<file path="src/rtl/shift_pkg.sv">
// Shared encodings for the shift-register sequencer: S select codes,
// shift modes and the controller state type.
package shift_pkg;
  localparam logic [1:0] S_HOLD  = 2'b00;
  localparam logic [1:0] S_RIGHT = 2'b01;
  localparam logic [1:0] S_LEFT  = 2'b10;
  localparam logic [1:0] S_LOAD  = 2'b11;

  localparam logic [1:0] MODE_LOG = 2'b00;
  localparam logic [1:0] MODE_ROT = 2'b01;
  localparam logic [1:0] MODE_ARI = 2'b10;

  typedef enum logic [1:0] {ST_IDLE, ST_LOAD, ST_SHIFT, ST_DONE} state_t;
endpackage

</file>
<file path="src/rtl/shift_sequencer_if.sv">
// Request/status handshake plus the S/D/Sr/Sl/Q bus to the shift register.
interface shift_sequencer_if #(parameter int WIDTH = 8, parameter int CNT_W = 4);
  logic             start;
  logic             dir;
  logic [1:0]       mode;
  logic             fill;
  logic [CNT_W-1:0] count;
  logic [WIDTH-1:0] data_in;
  logic             abort;
  logic [WIDTH-1:0] q_fb;
  logic [1:0]       S;
  logic [WIDTH-1:0] D;
  logic             Sr;
  logic             Sl;
  logic             ready;
  logic             busy;
  logic             done;

  modport master (output start, dir, mode, fill, count, data_in, abort, q_fb,
                  input  S, D, Sr, Sl, ready, busy, done);
  modport slave  (input  start, dir, mode, fill, count, data_in, abort, q_fb,
                  output S, D, Sr, Sl, ready, busy, done);
endinterface

</file>
<file path="src/rtl/serial_fill_sel.sv">
// Picks the serial bit fed into the register while shifting; both serial
// inputs are forced low outside the shift phase.
module serial_fill_sel
  import shift_pkg::*;
(
  input  logic       shift_en,
  input  logic       dir,
  input  logic [1:0] mode,
  input  logic       fill,
  input  logic       q_lsb,
  input  logic       q_msb,
  output logic       sr,
  output logic       sl
);
  always_comb begin
    sr = 1'b0;
    sl = 1'b0;
    if (shift_en) begin
      if (!dir) begin
        case (mode)
          MODE_ROT: sr = q_lsb;
          MODE_ARI: sr = q_msb;
          default:  sr = fill;
        endcase
      end else begin
        // Arithmetic left is a zero fill, same as a logical left with fill=0.
        case (mode)
          MODE_ROT: sl = q_msb;
          MODE_ARI: sl = 1'b0;
          default:  sl = fill;
        endcase
      end
    end
  end
endmodule

</file>
<file path="src/rtl/shift_sequencer.sv">
// Control stage for an 8-bit universal shift register: loads a byte, then
// steps it N places using Q feedback for rotate/arithmetic fills.
module shift_sequencer
  import shift_pkg::*;
#(
  parameter int WIDTH = 8,
  parameter int CNT_W = 4
) (
  input  logic            CP,
  input  logic            CR_,
  shift_sequencer_if.slave bus
);
  localparam int REM_W = $clog2(WIDTH + 1);

  state_t           state_q, state_d;
  logic [REM_W-1:0] rem_q, rem_d;
  logic             dir_q, dir_d;
  logic             fill_q, fill_d;
  logic [1:0]       mode_q, mode_d;
  logic [WIDTH-1:0] data_q, data_d;
  logic             shift_en;

  always_ff @(posedge CP or negedge CR_) begin
    if (!CR_) begin
      state_q <= ST_IDLE;
      rem_q   <= '0;
      dir_q   <= 1'b0;
      fill_q  <= 1'b0;
      mode_q  <= MODE_LOG;
      data_q  <= '0;
    end else begin
      state_q <= state_d;
      rem_q   <= rem_d;
      dir_q   <= dir_d;
      fill_q  <= fill_d;
      mode_q  <= mode_d;
      data_q  <= data_d;
    end
  end

  always_comb begin
    state_d = state_q;
    rem_d   = rem_q;
    dir_d   = dir_q;
    fill_d  = fill_q;
    mode_d  = mode_q;
    data_d  = data_q;
    case (state_q)
      ST_IDLE: begin
        if (bus.start) begin
          dir_d   = bus.dir;
          mode_d  = bus.mode;
          fill_d  = bus.fill;
          data_d  = bus.data_in;
          rem_d   = (int'(bus.count) > WIDTH) ? REM_W'(WIDTH) : REM_W'(bus.count);
          state_d = ST_LOAD;
        end
      end
      ST_LOAD: begin
        if (bus.abort)          state_d = ST_IDLE;
        else if (rem_q != '0)   state_d = ST_SHIFT;
        else                    state_d = ST_DONE;
      end
      ST_SHIFT: begin
        // An aborted step still shifts on this edge since S is already set.
        if (bus.abort) begin
          state_d = ST_IDLE;
        end else begin
          rem_d = rem_q - REM_W'(1);
          if (rem_q == REM_W'(1)) state_d = ST_DONE;
        end
      end
      ST_DONE: state_d = ST_IDLE;
      default: state_d = ST_IDLE;
    endcase
  end

  always_comb begin
    bus.S = S_HOLD;
    case (state_q)
      ST_LOAD:  bus.S = S_LOAD;
      ST_SHIFT: bus.S = dir_q ? S_LEFT : S_RIGHT;
      default:  bus.S = S_HOLD;
    endcase
  end

  assign bus.D     = data_q;
  assign bus.ready = (state_q == ST_IDLE);
  assign bus.busy  = (state_q != ST_IDLE);
  assign bus.done  = (state_q == ST_DONE);
  assign shift_en  = (state_q == ST_SHIFT);

  serial_fill_sel u_sel (
    .shift_en (shift_en),
    .dir      (dir_q),
    .mode     (mode_q),
    .fill     (fill_q),
    .q_lsb    (bus.q_fb[0]),
    .q_msb    (bus.q_fb[WIDTH-1]),
    .sr       (bus.Sr),
    .sl       (bus.Sl)
  );
endmodule

</file>
<file path="src/flat_wrapper.sv">
// flat-port wrapper written by rule: the top's interface ports become plain ports
module shift_sequencer_flat import shift_pkg::*;
#(
  parameter int WIDTH = 8,
  parameter int CNT_W = 4
)
  (CP, CR_, bus_start, bus_dir, bus_mode, bus_fill, bus_count, bus_data_in, bus_abort, bus_q_fb, bus_S, bus_D, bus_Sr, bus_Sl, bus_ready, bus_busy, bus_done);
  shift_sequencer_if #(.WIDTH(WIDTH), .CNT_W(CNT_W)) bus_i ();
  input  logic CP;
  input  logic CR_;
  input wire logic [$bits(bus_i.start)-1:0] bus_start;
  input wire logic [$bits(bus_i.dir)-1:0] bus_dir;
  input wire logic [$bits(bus_i.mode)-1:0] bus_mode;
  input wire logic [$bits(bus_i.fill)-1:0] bus_fill;
  input wire logic [$bits(bus_i.count)-1:0] bus_count;
  input wire logic [$bits(bus_i.data_in)-1:0] bus_data_in;
  input wire logic [$bits(bus_i.abort)-1:0] bus_abort;
  input wire logic [$bits(bus_i.q_fb)-1:0] bus_q_fb;
  output wire logic [$bits(bus_i.S)-1:0] bus_S;
  output wire logic [$bits(bus_i.D)-1:0] bus_D;
  output wire logic [$bits(bus_i.Sr)-1:0] bus_Sr;
  output wire logic [$bits(bus_i.Sl)-1:0] bus_Sl;
  output wire logic [$bits(bus_i.ready)-1:0] bus_ready;
  output wire logic [$bits(bus_i.busy)-1:0] bus_busy;
  output wire logic [$bits(bus_i.done)-1:0] bus_done;
  assign bus_i.start = bus_start;
  assign bus_i.dir = bus_dir;
  assign bus_i.mode = bus_mode;
  assign bus_i.fill = bus_fill;
  assign bus_i.count = bus_count;
  assign bus_i.data_in = bus_data_in;
  assign bus_i.abort = bus_abort;
  assign bus_i.q_fb = bus_q_fb;
  assign bus_S = bus_i.S;
  assign bus_D = bus_i.D;
  assign bus_Sr = bus_i.Sr;
  assign bus_Sl = bus_i.Sl;
  assign bus_ready = bus_i.ready;
  assign bus_busy = bus_i.busy;
  assign bus_done = bus_i.done;
  shift_sequencer #(.WIDTH(WIDTH), .CNT_W(CNT_W)) u_core (.CP(CP), .CR_(CR_), .bus(bus_i));
endmodule
</file>
<file path="config.mk">
export PLATFORM = sky130hd
export DESIGN_NAME = shift_sequencer_flat
export DESIGN_NICKNAME = d
export VERILOG_FILES = /design/src/rtl/shift_pkg.sv /design/src/rtl/shift_sequencer_if.sv /design/src/rtl/serial_fill_sel.sv /design/src/rtl/shift_sequencer.sv /design/src/flat_wrapper.sv
export SDC_FILE = /design/constraint.sdc
export NUM_CORES = 1
export LEC_CHECK = 0
export BUFFER_PORTS_ARGS = -buffer_cell sky130_fd_sc_hd__buf_4
export CAP_MARGIN = 20
export CORE_MARGIN = 3
export CORE_UTILIZATION = 45
export DETAILED_ROUTE_END_ITERATION = 8
export PLACE_DENSITY = 0.75
export SYNTH_ARGS = -nofsm -noshare
export SYNTH_HDL_FRONTEND = slang
export SYNTH_SLANG_ARGS = --single-unit
</file>
<file path="constraint.sdc">
create_clock -name CP -period 2 [get_ports CP]
set_clock_uncertainty 0.05 [all_clocks]
set_input_delay 0.1 -clock CP [delete_from_list [all_inputs] [get_ports CP]]
set_output_delay 0.1 -clock CP [all_outputs]
set_load 0.01 [all_outputs]
</file>
# Yosys cells after proc, flatten, opt, wreduce, memory -nomap -nowiden
# Cells that the tools add are included.
dict set report word_totals {
  ff_bits 18
  output_inout_bits 15
  word_cells 42
  inputBits 28
}
dict set report op_classes {
  mux 18
  n_reduce_logical 7
  n_lt_le_gt_ge 1
  n_eq_ne 9
  n_addsub 1
}
# op n
set ops {}
lappend ops {{$mux 4} 3}
lappend ops {{$mux 2} 5}
lappend ops {{$pmux 2 s4} 1}
lappend ops {{$pmux 4 s2} 1}
lappend ops {{$eq 2x2->1 const B} 3}
lappend ops {{$mux 1} 5}
lappend ops {{$eq 2x1->1 const B} 2}
lappend ops {{$eq 4x1->1 const B} 1}
lappend ops {{$gt 4x4->1 const B} 1}
lappend ops {{$ne 2x2->1 const B} 2}
lappend ops {{$pmux 1 s2} 2}
lappend ops {{$pmux 2 s2} 1}
lappend ops {{$reduce_and 2->1} 2}
lappend ops {{$reduce_bool 2->1} 2}
lappend ops {{$reduce_bool 4->1} 1}
lappend ops {{$sub 4x1->4 const B} 1}
lappend ops {{$ne 3x3->1 const B} 1}
lappend ops {{$reduce_and 3->1} 1}
lappend ops {{$logic_not 2->1} 1}

# Logic depth before layout (Yosys ltp)
# Gate-level depths: netlist of the first run.
dict set report depth {
  ltp_word 4
  depth_mapped 6
  mapped_depth_nobuf 5
}

# By module
# A second synthesis of the first run with hierarchy kept.
dict set report unflattened {
  hier_cells 98
  area_unflattened_um2 1129.8
}
# mod n_inst cells_each seq_area_each_um2 area_per_inst_um2
set modules_own_cells {}
lappend modules_own_cells {shift_sequencer 1 87 450.4 1041.0}
lappend modules_own_cells {serial_fill_sel 1 11 0.0 88.8}

# Least setup slack after synthesis of the first run
# OpenSTA, ideal clock, no wires.
dict set report synth_timing {
  path_type {reg2reg}
  from {register u_core.state_q[0]}
  to {register u_core.rem_q[0]}
  setup_time_ns 0.128
  setup_slack_ns 0.330
  arrival_time_ns 1.493
  period_less_slack_ns 1.670
  n_path_buf 0
  path_stages_with_launch 6
  required_ns 1.822
  path_cell_list {dfrtp_1 -> inv_1 -> ha_1 -> nand2b_1 -> a21oi_1 -> mux2_1}
}
dict set report synth_via {
  elab_chain_cells 3
  word_cells_on_any_way 7
  cone_classes {eq/ne: 3; mux: 1; reduce/logical: 3}
}
# item line_no
set synth_lines {}
lappend synth_lines {{start, declared} shift_sequencer.sv:15} ;# state_t state_q, state_d;
lappend synth_lines {{start signal, assigned} shift_sequencer.sv:32} ;# state_q <= state_d;
lappend synth_lines {{$logic_not 2->1 *} -}
lappend synth_lines {{named net bus_ready} flat_wrapper.sv:23} ;# output wire logic [$bits(bus_i.ready)-1:0] bus_ready;
lappend synth_lines {{$ne 2x2->1 (no source line) or $reduce_bool 2->1 (tied branches)} -}
lappend synth_lines {{$reduce_and 3->1 (no source line)} -}
lappend synth_lines {{end signal, assigned} shift_sequencer.sv:33} ;# rem_q <= rem_d;
lappend synth_lines {{end, declared} shift_sequencer.sv:16} ;# logic [REM_W-1:0] rem_q, rem_d;
# Mark *: on every way through the listed nets, which the timed path passes. The rest lies on a longest branch.
# A chain may end at the register's enable or synchronous reset.

# Final worst setup path of the first run
dict set report layout_timing {
  from {register u_core.state_q[0]}
  to {register u_core.rem_q[0]}
}
dict set report layout_via {
  elab_chain_cells 3
  word_cells_on_any_way 7
  cone_classes {eq/ne: 3; mux: 1; reduce/logical: 3}
}
# item line_no
set layout_lines {}
lappend layout_lines {{$eq 2x2->1 or $logic_not 2->1 (tied branches)} shift_sequencer.sv:48} ;# case (state_q)
lappend layout_lines {{$ne 2x2->1 (no source line) or $reduce_bool 2->1 (tied branches)} -}
lappend layout_lines {{$reduce_and 3->1 (no source line)} -}
# Parallel ways exist; a longest one is shown, timed or not.

==> results.md, run 1 <==
* Share of layout cells above drive strength 1 at around two fifths
* Worst r2r path cells at 5
* Final Hold Fails at 0
* Compound-Gate Fraction of Synth Area at 14.2%
* Max Clk Rate at roughly 540 MHz
* CTS tree: yes
* Clk buf depth at 2
* CTS clock-pin slew for the worst setup and hold paths at 110 ps
* Flops & latches, synth at 18
* Placer congestion estimate at 0.748
* Num ports at 43
* Starting Density at 50.7%
* Final Net Count at 184
* Leak pwr at 0.746 nW
* Count leader, synth: dfrtp_1
* CP Data Required Time at 2130 ps
* Leading area contributor after synthesis: dfrtp_1
* Die H at between 50 and 60 µm
* Initial antenna violation count at 0
* Crit share post-route at 92.6%
* Peak VDD IR at about 1000 µV
* Routed WL at 2370 µm
* Hold slack at 67.1 ps
* Rel. slew slack at 73.1%
* Fillcell total at 149
* Setup crit start kind: flop
* Yosys top cell area share at 42.7%
* Placeable core area at 2080 µm²
* Non-Filler Instances at 172
* Main synth FF type: dfrtp_1
* Total iterations of the first detailed-routing run at 3
* Die area at 2960 µm²
* Syn Area/Cell at 11.5 µm²
* Iter 0 DRT Violations at 8
* Hold worst-path end: u_core.state_q[1]
* Setup TNS at 0 ps
* Average wire per standard cell at around 14 µm
* DRC violations left at 0
* Hold Crit Start: bus_abort
* Worst min-delay path class: primary input to flop
* Post-synth top cells: 18 x dfrtp_1, 12 x mux2_2, 10 x ha_1, 9 x inv_1
* Post-synth ARST share at 100%
* Syn Nets at 130
* CTS buffer count at 3
* Total global routing overflow at 0
* Critical Path End Type: flop
* Detailed placement HPWL at 1690 µm
* Worst skew pair latency at about 290 ps
* Max-slew violations at 0
* First-pass GRT wire length at 4080 µm
* Final setup vio count at 0
* Synth Area in Adders at 11.9%
* Reg2reg end: u_core.rem_q[0]
* Largest net degree at the start of global routing at 19
* Row cnt at 16
* Minimum clock period at 1850 ps
* Outcome: finished clean
* Syn Std Cell Area at 1050 µm²
* CTS H-tree lvls at 1
* Xor/xnor share of the synthesized area at 0%
* DP Cell Count at 155
* Worst-Margin Slew at roughly 390 ps
* Mux contribution to synthesized area at 15.8%
* Simple-gate share of the synthesized area at between 10% and 20%
* Sequential area share after synthesis at 42.7%
* Netlist cell types at 32
* Global Route Usage Sum at 19.4%
* Top post-synthesis cells by area: dfrtp_1 43%, mux2_2 13%, ha_1 12%, inv_1 3.2%, a2111oi_4 2.6%
* Largest family of logic cells by synthesized area: multiplexers
* CTS sink cnt at 18
* Vias per cell at 5.15
* Setup repair after global routing missed its margin: false
* PD cells at between 1000 and 1500 nW/µm²
* Reg2reg start: u_core.state_q[0]
* Via count at 885
* # port buffers at 36
* Hold Crit Depth at 4
* Die X-Extent at 54.4 µm
* Warnings from Yosys at 0
* Antenna Nets Post-Route at 0
* Reg2reg setup slack at between 100 and 150 ps
* Post-synth EDFFs at 0
* Total of max-cap violations at 0
* Root buffer cell: clkbuf_4
* Worst EP arrival at slightly below 2000 ps
* # diodes at 0
* Area growth from synthesis to layout at 45.2%
* Critical path peak fanout at 8
* Crit Path Class: flop to flop
* Post-Synthesis Cells at 92
* Vias in the first global route at 936
registers in the layout (all words and copies together) (netlist names):
| name | count |
|---|---|
| u_core.rem_q | 4 |
| u_core.state_q | 2 |
| u_core.fill_q | 1 |
| u_core.dir_q | 1 |
| u_core.bus.D | 8 |
| u_core.mode_q | 2 |
logic make-up after synthesis:
logic type,after synthesis
AOI/OAI and AO/OA,19
adders and majority gates,10
buffers and inverters,11
DFF,18
muxes,15
and+or+nand+nor,19
metrics by stage:
| step | power (mW) | instance area (µm²) | setup WS, ps | utilization [%] |
|---|---|---|---|---|
| after detailed placement | 1.72 | 1370 | 162 | 65.6 |
| final | 1.97 | 1530 | 148 | 73.6 |
| after CTS | 1.97 | 1530 | 151 | 73.6 |
| after global routing | 2.14 | 1530 | 1.16 | 73.6 |
| after floorplan | 1.32 | 1050 | 330 | - |
| after global placement | 1.68 | 1370 | 196 | 65.6 |
worst max-delay path: stages, from the launching register on:
cell and delay (ps):
dfrtp_1 410, inv_1 130, ha_1 300, nand2b_1 210, a21oi_1 280, mux2_1 350
final cells by class:
class / instances / area [µm²] / share of cell area (%)
Timing Repair Buffer: 51 / 415 / 27.1
Inverter: 9 / 33.8 / 2.21
Multi-Input combinational cell: 63 / 562 / 36.7
Clock buffer: 4 / 36.3 / 2.37
Tap cell: 27 / 33.8 / 2.21
Sequential cell: 18 / 450 / 29.4
placed cells by master (no fill, tap or decap):
cell / netlist / layout
a2111oi_4: 1 / 1
a31o_1: 1 / 1
and2b_1: 1 / 1
dlygate4sd3_1: 0 / 13
dfrtp_1: 18 / 18
nand2_1: 3 / 3
mux2_1: 1 / 1
nor2b_1: 4 / 4
buf_4: 0 / 38
o22ai_1: 2 / 2
mux2i_1: 2 / 2
a2111oi_0: 1 / 1
a22oi_1: 1 / 1
nand2b_1: 3 / 3
or3_4: 1 / 1
ha_1: 10 / 10
nor3b_1: 1 / 1
and3_1: 1 / 1
and2_1: 1 / 1
clkbuf_8: 0 / 1
a22o_1: 1 / 1
o21a_1: 1 / 1
nor2_1: 2 / 2
a211o_1: 1 / 1
nor4b_1: 1 / 1
a221oi_1: 1 / 1
inv_1: 9 / 9
mux2_2: 12 / 12
a21o_1: 1 / 1
a32oi_1: 1 / 1
clkbuf_4: 0 / 3
a21oi_1: 4 / 4
o21ai_0: 3 / 3
and4b_1: 1 / 1
what timing repair did:
action,4_1_cts,5_1_grt
hold buffers,13,0
endpoints found under the hold margin,30,0
resized for setup,0,0
buffers inserted,0,0
layer usage:
metal / vias to the layer above / wire length [µm] / part of all wire [%] / track usage, %
met5: - / 0 / 0 / 0
met4: 0 / 19 / 0.80 / 6.22
met3: 2 / 107 / 4.5 / 2.18
met2: 22 / 1230 / 52 / 33.7
met1: 429 / 1020 / 43 / 25.1
li1: 432 / - / - / -
how the worst max path moves through the flow:
stage                            to  slack, ps         startpoint
global placement    u_core.rem_q[0]        200  u_core.state_q[0]
floorplan           u_core.rem_q[0]        330  u_core.state_q[0]
detailed placement  u_core.rem_q[0]        160  u_core.state_q[0]
CTS                 u_core.rem_q[0]        150  u_core.state_q[0]
finish              u_core.rem_q[0]        150  u_core.state_q[0]
global route        u_core.rem_q[0]          1  u_core.state_q[0]
power by group:
part | total (mW) | internal, mW | switching, mW | leakage (nW)
logic | 1.08 | 0.577 | 0.504 | 0.507
registers | 0.662 | 0.539 | 0.123 | 0.217
clock network | 0.223 | 0.111 | 0.112 | 0.0210
Power figures use the tool's default switching activity.
==> run 2, diff against run 1 <==
--- a/config.mk
+++ b/config.mk
@@ -8,9 +8,10 @@
 export BUFFER_PORTS_ARGS = -buffer_cell sky130_fd_sc_hd__buf_4
 export CAP_MARGIN = 20
 export CORE_MARGIN = 3
-export CORE_UTILIZATION = 45
+export CORE_UTILIZATION = 47
 export DETAILED_ROUTE_END_ITERATION = 8
-export PLACE_DENSITY = 0.75
+export PLACE_DENSITY = 0.78
+export SKIP_CTS_REPAIR_TIMING = 1
 export SYNTH_ARGS = -nofsm -noshare
 export SYNTH_HDL_FRONTEND = slang
 export SYNTH_SLANG_ARGS = --single-unit
==> results.md, run 2 (same netlist as run 1, synthesis figures left out) <==
* Total iterations of the first detailed-routing run at 4 (was 3)
* Final Net Count at 184 (unchanged)
* Buf+Inv Stages, Crit Path at 1 (unchanged)
* Final Hold Fails at 0 (unchanged)
* Starting Density at 51.7% (was 50.7%)
* Outcome: finished clean (unchanged)
* Setup crit start kind: flop (unchanged)
* Root buffer cell: clkbuf_4 (unchanged)
* Minimum clock period at 1840 ps (was 1850 ps)
* Die area at 2850 µm² (was 2960 µm²)
* CTS sink cnt at 18 (unchanged)
* Average wire per standard cell at 13.8 µm (about the same)
* Initial antenna violation count at 0 (unchanged)
* CP Data Required Time at 2140 ps (was 2130 ps)
* CTS clock-pin slew for the worst setup and hold paths at 110 ps (about the same)
* Die H at 53.4 µm (was 54.4 µm)
* Via count at 891 (was 885)
* CTS H-tree lvls at 1 (unchanged)
* Routed WL at 2370 µm (about the same)
* # diodes at 0 (unchanged)
* Critical path's top delay family: flip-flops (unchanged)
* Row cnt at 16 (unchanged)
* Most frequent cells in the layout: 38 x buf_4, 18 x dfrtp_1, 13 x dlygate4sd3_1 (unchanged)
* Total of max-cap violations at 0 (unchanged)
* Die X-Extent at 53.4 µm (was 54.4 µm)
* Leak pwr at 0.746 nW (unchanged)
* Worst skew pair latency at 300 ps (was 290 ps)
* Fillcell total at 145 (was 149)
* Crit Path Class: flop to flop (unchanged)
* Worst-Margin Slew at 432 ps (was 393 ps)
* Commonest non-fill, non-tap cell in the layout: buf_4 (unchanged)
* DRC violations left at 0 (unchanged)
* Share of layout cells above drive strength 1 at 38.6% (unchanged)
* Max-slew violations at 0 (unchanged)
* Largest net degree at the start of global routing at 19 (unchanged)
* Max Clk Rate at 544 MHz (was 540 MHz)
* Antenna Nets Post-Route at 0 (unchanged)
* # port buffers at 36 (unchanged)
* Rel. slew slack at 70.4% (was 73.1%)
* Max reg flops at 8 (unchanged)
* Crit share post-route at 92.0% (was 92.6%)
* Critical path peak fanout at 8 (unchanged)
* Setup TNS at 0 ps (unchanged)
* Setup repair after global routing missed its margin: false (unchanged)
* Total global routing overflow at 0 (unchanged)
* PD cells at 1290 nW/µm² (was 1280 nW/µm²)
* Worst EP arrival at 1980 ps (about the same)
* CTS tree: yes (unchanged)
* Global Route Usage Sum at 16.3% (was 19.4%)
* Power Total at 1.97 mW (about the same)
* Slowest-stage cell, CP: dfrtp_1 (unchanged)
* Placer congestion estimate at 0.728 (was 0.748)
* First-pass GRT wire length at 3340 µm (was 4080 µm)
* Sequential Area at 450 µm² (unchanged)
* Area of the multi-input gates at 562 µm² (unchanged)
* Num ports at 43 (unchanged)
* Critical Path End Type: flop (unchanged)
* CTS buffer count at 3 (unchanged)
* Vias per cell at 5.18 (was 5.15)
* Vias in the first global route at 829 (was 936)
* Final setup vio count at 0 (unchanged)
* Cell breakdown of the critical path: inv_1 -> ha_1 -> nand2b_1 -> a21oi_1 -> mux2_1 (unchanged)
* Area growth from synthesis to layout at 45.2% (unchanged)
* Detailed placement HPWL at 1700 µm (was 1690 µm)
* Peak VDD IR at 954 µV (was 997 µV)
* Clk buf depth at 2 (unchanged)
* CP peak stage delay at 420 ps (was 410 ps)
* Placeable core area at 2040 µm² (was 2080 µm²)
* Iter 0 DRT Violations at 2 (was 8)
* Worst min-delay path class: primary input to flop (unchanged)
==> run 2: path summary, 6_finish.rpt <==
path                                    from  slack, ps  depth (start not counted)                 to
max                        u_core.state_q[0]        160                          5    u_core.rem_q[0]
min                                bus_abort         50                          4  u_core.state_q[1]
max reg2reg                u_core.state_q[0]        160                          5    u_core.rem_q[0]
min reg2reg                    u_core.fill_q        470                          1      u_core.fill_q
max in group asynchronous                CR_       1570                          2    u_core.bus.D[7]
min in group asynchronous                CR_        130                          2    u_core.rem_q[3]
==> run 2: final cells by class <==
cell class              count  area share, %
flip-flops and latches     18           29.4
repair buffers             51           27.1
clock buffers               4           2.37
well taps                  27           2.21
inverters                   9           2.21
multi-input cells          63           36.7
==> run 2: worst reg2reg max path: cells and delay by family (launching register included) <==
family	cells	cell delay, ps
AOI/OAI and AO/OA	1	280
buffers and inverters	1	130
muxes	1	350
and+or+nand+nor	1	200
DFF	1	420
adders and majority gates	1	290
==> run 2: where the power goes <==
| part | internal, mW | total [mW] | switching (mW) | leakage [nW] |
|---|---|---|---|---|
| clock | 0.111 | 0.227 | 0.116 | 0.0210 |
| combinational | 0.578 | 1.08 | 0.504 | 0.507 |
| sequential | 0.539 | 0.662 | 0.123 | 0.217 |
==> run 2: layer usage <==
layer	vias up	share of wire [%]	global-route usage, %
met5	-	0	0
met3	3	5.8	2.82
li1	434	-	-
met2	26	52	29.2
met1	428	41	18.3
met4	0	1.3	7.66
==> run 2: stage by stage <==
stage | setup WS, ps | std cells | utilization (%) | instance area (µm²) | hold WS (ps)
2_1_floorplan | 330 | 92 | - | 1050 | -246
3_3_place_gp | 197 | 155 | 66.9 | 1370 | -74.5
3_5_place_dp | 190 | 155 | 66.9 | 1370 | -70.2
4_1_cts | 162 | 159 | 68.6 | 1400 | -405
5_1_grt | 18.9 | 172 | 75.0 | 1530 | 52.8
6_report | 161 | 172 | 75.0 | 1530 | 54.0
==> run 3, diff against run 2 <==
--- a/config.mk
+++ b/config.mk
@@ -7,10 +7,13 @@
 export LEC_CHECK = 0
 export BUFFER_PORTS_ARGS = -buffer_cell sky130_fd_sc_hd__buf_4
 export CAP_MARGIN = 20
+export CELL_PAD_IN_SITES_DETAIL_PLACEMENT = 1
+export CELL_PAD_IN_SITES_GLOBAL_PLACEMENT = 1
+export CORE_ASPECT_RATIO = 0.6
 export CORE_MARGIN = 3
-export CORE_UTILIZATION = 47
+export CORE_UTILIZATION = 35
 export DETAILED_ROUTE_END_ITERATION = 8
-export PLACE_DENSITY = 0.78
+export PLACE_DENSITY_LB_ADDON = 0.1
 export SKIP_CTS_REPAIR_TIMING = 1
 export SYNTH_ARGS = -nofsm -noshare
 export SYNTH_HDL_FRONTEND = slang
==> results.md, run 3 (same netlist as run 1, synthesis figures left out) <==
* Setup repair after global routing missed its margin: false (unchanged)
* Final Net Count at 175 (was 184)
* Final Cell Area at 1480 µm² (was 1530 µm²)
* CTS clock-pin slew for the worst setup and hold paths at 70 ps (was 110 ps)
* CTS buffer count at 3 (unchanged)
* Share of layout cells above drive strength 1 at 44.1% (was 38.6%)
* Slowest-stage cell, CP: dfrtp_1 (unchanged)
* Leak pwr at 0.716 nW (was 0.746 nW)
* Peak VDD IR at 684 µV (was 954 µV)
* Util after Layout at 55.3% (was 75.0%)
* Cell breakdown of the critical path: inv_1 -> ha_1 -> and2b_1 -> a21oi_1 -> mux2_1 (was inv_1 -> ha_1 -> nand2b_1 -> a21oi_1 -> mux2_1)
* Rel. slew slack at 72.9% (was 70.4%)
* Minimum clock period at 1870 ps (was 1840 ps)
* PD cells at 1420 nW/µm² (was 1290 nW/µm²)
* CTS H-tree lvls at 1 (unchanged)
* CP peak stage delay at 420 ps (about the same)
* Setup crit start kind: flop (unchanged)
* Crit share post-route at 93.7% (was 92.0%)
* Critical Path End Type: flop (unchanged)
* Outcome: finished clean (unchanged)
* Sequential Area at 450 µm² (unchanged)
* # diodes at 0 (unchanged)
* Power Total at 2.10 mW (was 1.97 mW)
* Clk buf depth at 2 (unchanged)
* Worst-Margin Slew at 396 ps (was 432 ps)
* Via count at 854 (was 891)
* Area growth from synthesis to layout at 40.5% (was 45.2%)
* CP Data Required Time at 2080 ps (was 2140 ps)
* Final Hold Fails at 0 (unchanged)
* DRC violations left at 0 (unchanged)
* Non-Filler Instances at 176 (was 172)
* DP Cell Count at 171 (was 155)
* Row cnt at 14 (was 16)
* Placeable core area at 2680 µm² (was 2040 µm²)
* Most frequent cells in the layout: 41 x buf_4, 18 x dfrtp_1, 12 x mux2_2 (was 38 x buf_4, 18 x dfrtp_1, 13 x dlygate4sd3_1)
* Initial antenna violation count at 0 (unchanged)
* Antenna Nets Post-Route at 0 (unchanged)
* Placement Cell Area at 1400 µm² (was 1370 µm²)
* Worst skew pair latency at 250 ps (was 300 ps)
* Die area at 3730 µm² (was 2850 µm²)
* Total of max-cap violations at 0 (unchanged)
* CTS sink cnt at 18 (unchanged)
* First-pass GRT wire length at 4360 µm (was 3340 µm)
* Buf+Inv Stages, Crit Path at 1 (unchanged)
* Hold slack at 28.7 ps (was 54.0 ps)
* CTS tree: yes (unchanged)
* Max Clk Rate at 534 MHz (was 544 MHz)
* Die H at 48.5 µm (was 53.4 µm)
* Critical path's top delay family: flip-flops (unchanged)
* # port buffers at 36 (unchanged)
* Final setup vio count at 0 (unchanged)
* Fillcell total at 299 (was 145)
* Worst EP arrival at 1960 ps (was 1980 ps)
* Routed WL at 2640 µm (was 2370 µm)
* Num ports at 43 (unchanged)
* Vias per cell at 4.85 (was 5.18)
* Total iterations of the first detailed-routing run at 4 (unchanged)
* Largest net degree at the start of global routing at 19 (unchanged)
* Worst min-delay path class: primary input to flop (unchanged)
* Max reg flops at 8 (unchanged)
* Max-slew violations at 0 (unchanged)
* Worst setup margin at 126 ps (was 161 ps)
* Critical path peak fanout at 6 (was 8)
* Average wire per standard cell at 15.0 µm (was 13.8 µm)
* Placer congestion estimate at 0.799 (was 0.728)
* Commonest non-fill, non-tap cell in the layout: buf_4 (unchanged)
* Pre-CTS WS at 133 ps (was 190 ps)
* Global Route Usage Sum at 15.0% (was 16.3%)
* Die X-Extent at 76.9 µm (was 53.4 µm)
* Starting Density at 39.4% (was 51.7%)
* Crit Path Class: flop to flop (unchanged)
* Root buffer cell: clkbuf_8 (was clkbuf_4)
* Vias in the first global route at 861 (was 829)
* Total global routing overflow at 0 (unchanged)
* Area of the multi-input gates at 574 µm² (was 562 µm²)
* Setup TNS at 0 ps (unchanged)
* Iter 0 DRT Violations at 8 (was 2)
[run 3: changes by cell type in the layout (fill, tap and decap cells not counted)]
cell	change
dlygate4sd3_1	-12
buf_4	+3
clkbuf_4	-3
clkbuf_8	+3
ha_1	-1
ha_4	+1
[run 3: final timing paths]
path	startpoint	endpoint	slack, ps	cells after the start
worst max-delay path	u_core.state_q[1]	u_core.rem_q[0]	130	5
worst max register to register	u_core.state_q[1]	u_core.rem_q[0]	130	5
worst min-delay path	bus_mode[1]	u_core.mode_q[1]	30	2
max in group asynchronous	CR_	u_core.bus.D[0]	1500	2
worst min register to register	u_core.bus.D[5]	u_core.bus.D[5]	460	1
min in group asynchronous	CR_	u_core.bus.D[6]	200	2
[run 3: where the power goes]
| group | total (mW) | switching (mW) | internal [mW] | leakage, nW |
|---|---|---|---|---|
| registers | 0.668 | 0.128 | 0.540 | 0.217 |
| logic | 1.14 | 0.541 | 0.601 | 0.470 |
| clock network | 0.288 | 0.114 | 0.175 | 0.0288 |
| total | 2.10 | 0.783 | 1.32 | 0.716 |
[run 3: metal layers]
layer | routed length [µm] | up-vias | global-route usage, %
met5 | 0 | - | 0
met3 | 109 | 0 | 5.19
met4 | 0 | 0 | 1.81
li1 | - | 415 | -
met1 | 1270 | 423 | 21.2
met2 | 1250 | 16 | 22.8
[run 3: cell type report]
type | count | share of cell area (%)
Multi-Input combinational cell | 63 | 38.8
Clock buffer | 4 | 3.72
Tap cell | 40 | 3.38
Timing Repair Buffer | 42 | 21.5
Sequential cell | 18 | 30.4
Inverter | 9 | 2.28
[run 3: worst reg2reg max path: stages (launching register included)]
cell	delay (ps)
dfrtp_1	420
inv_1	120
ha_1	270
and2b_1	270
a21oi_1	280
mux2_1	350
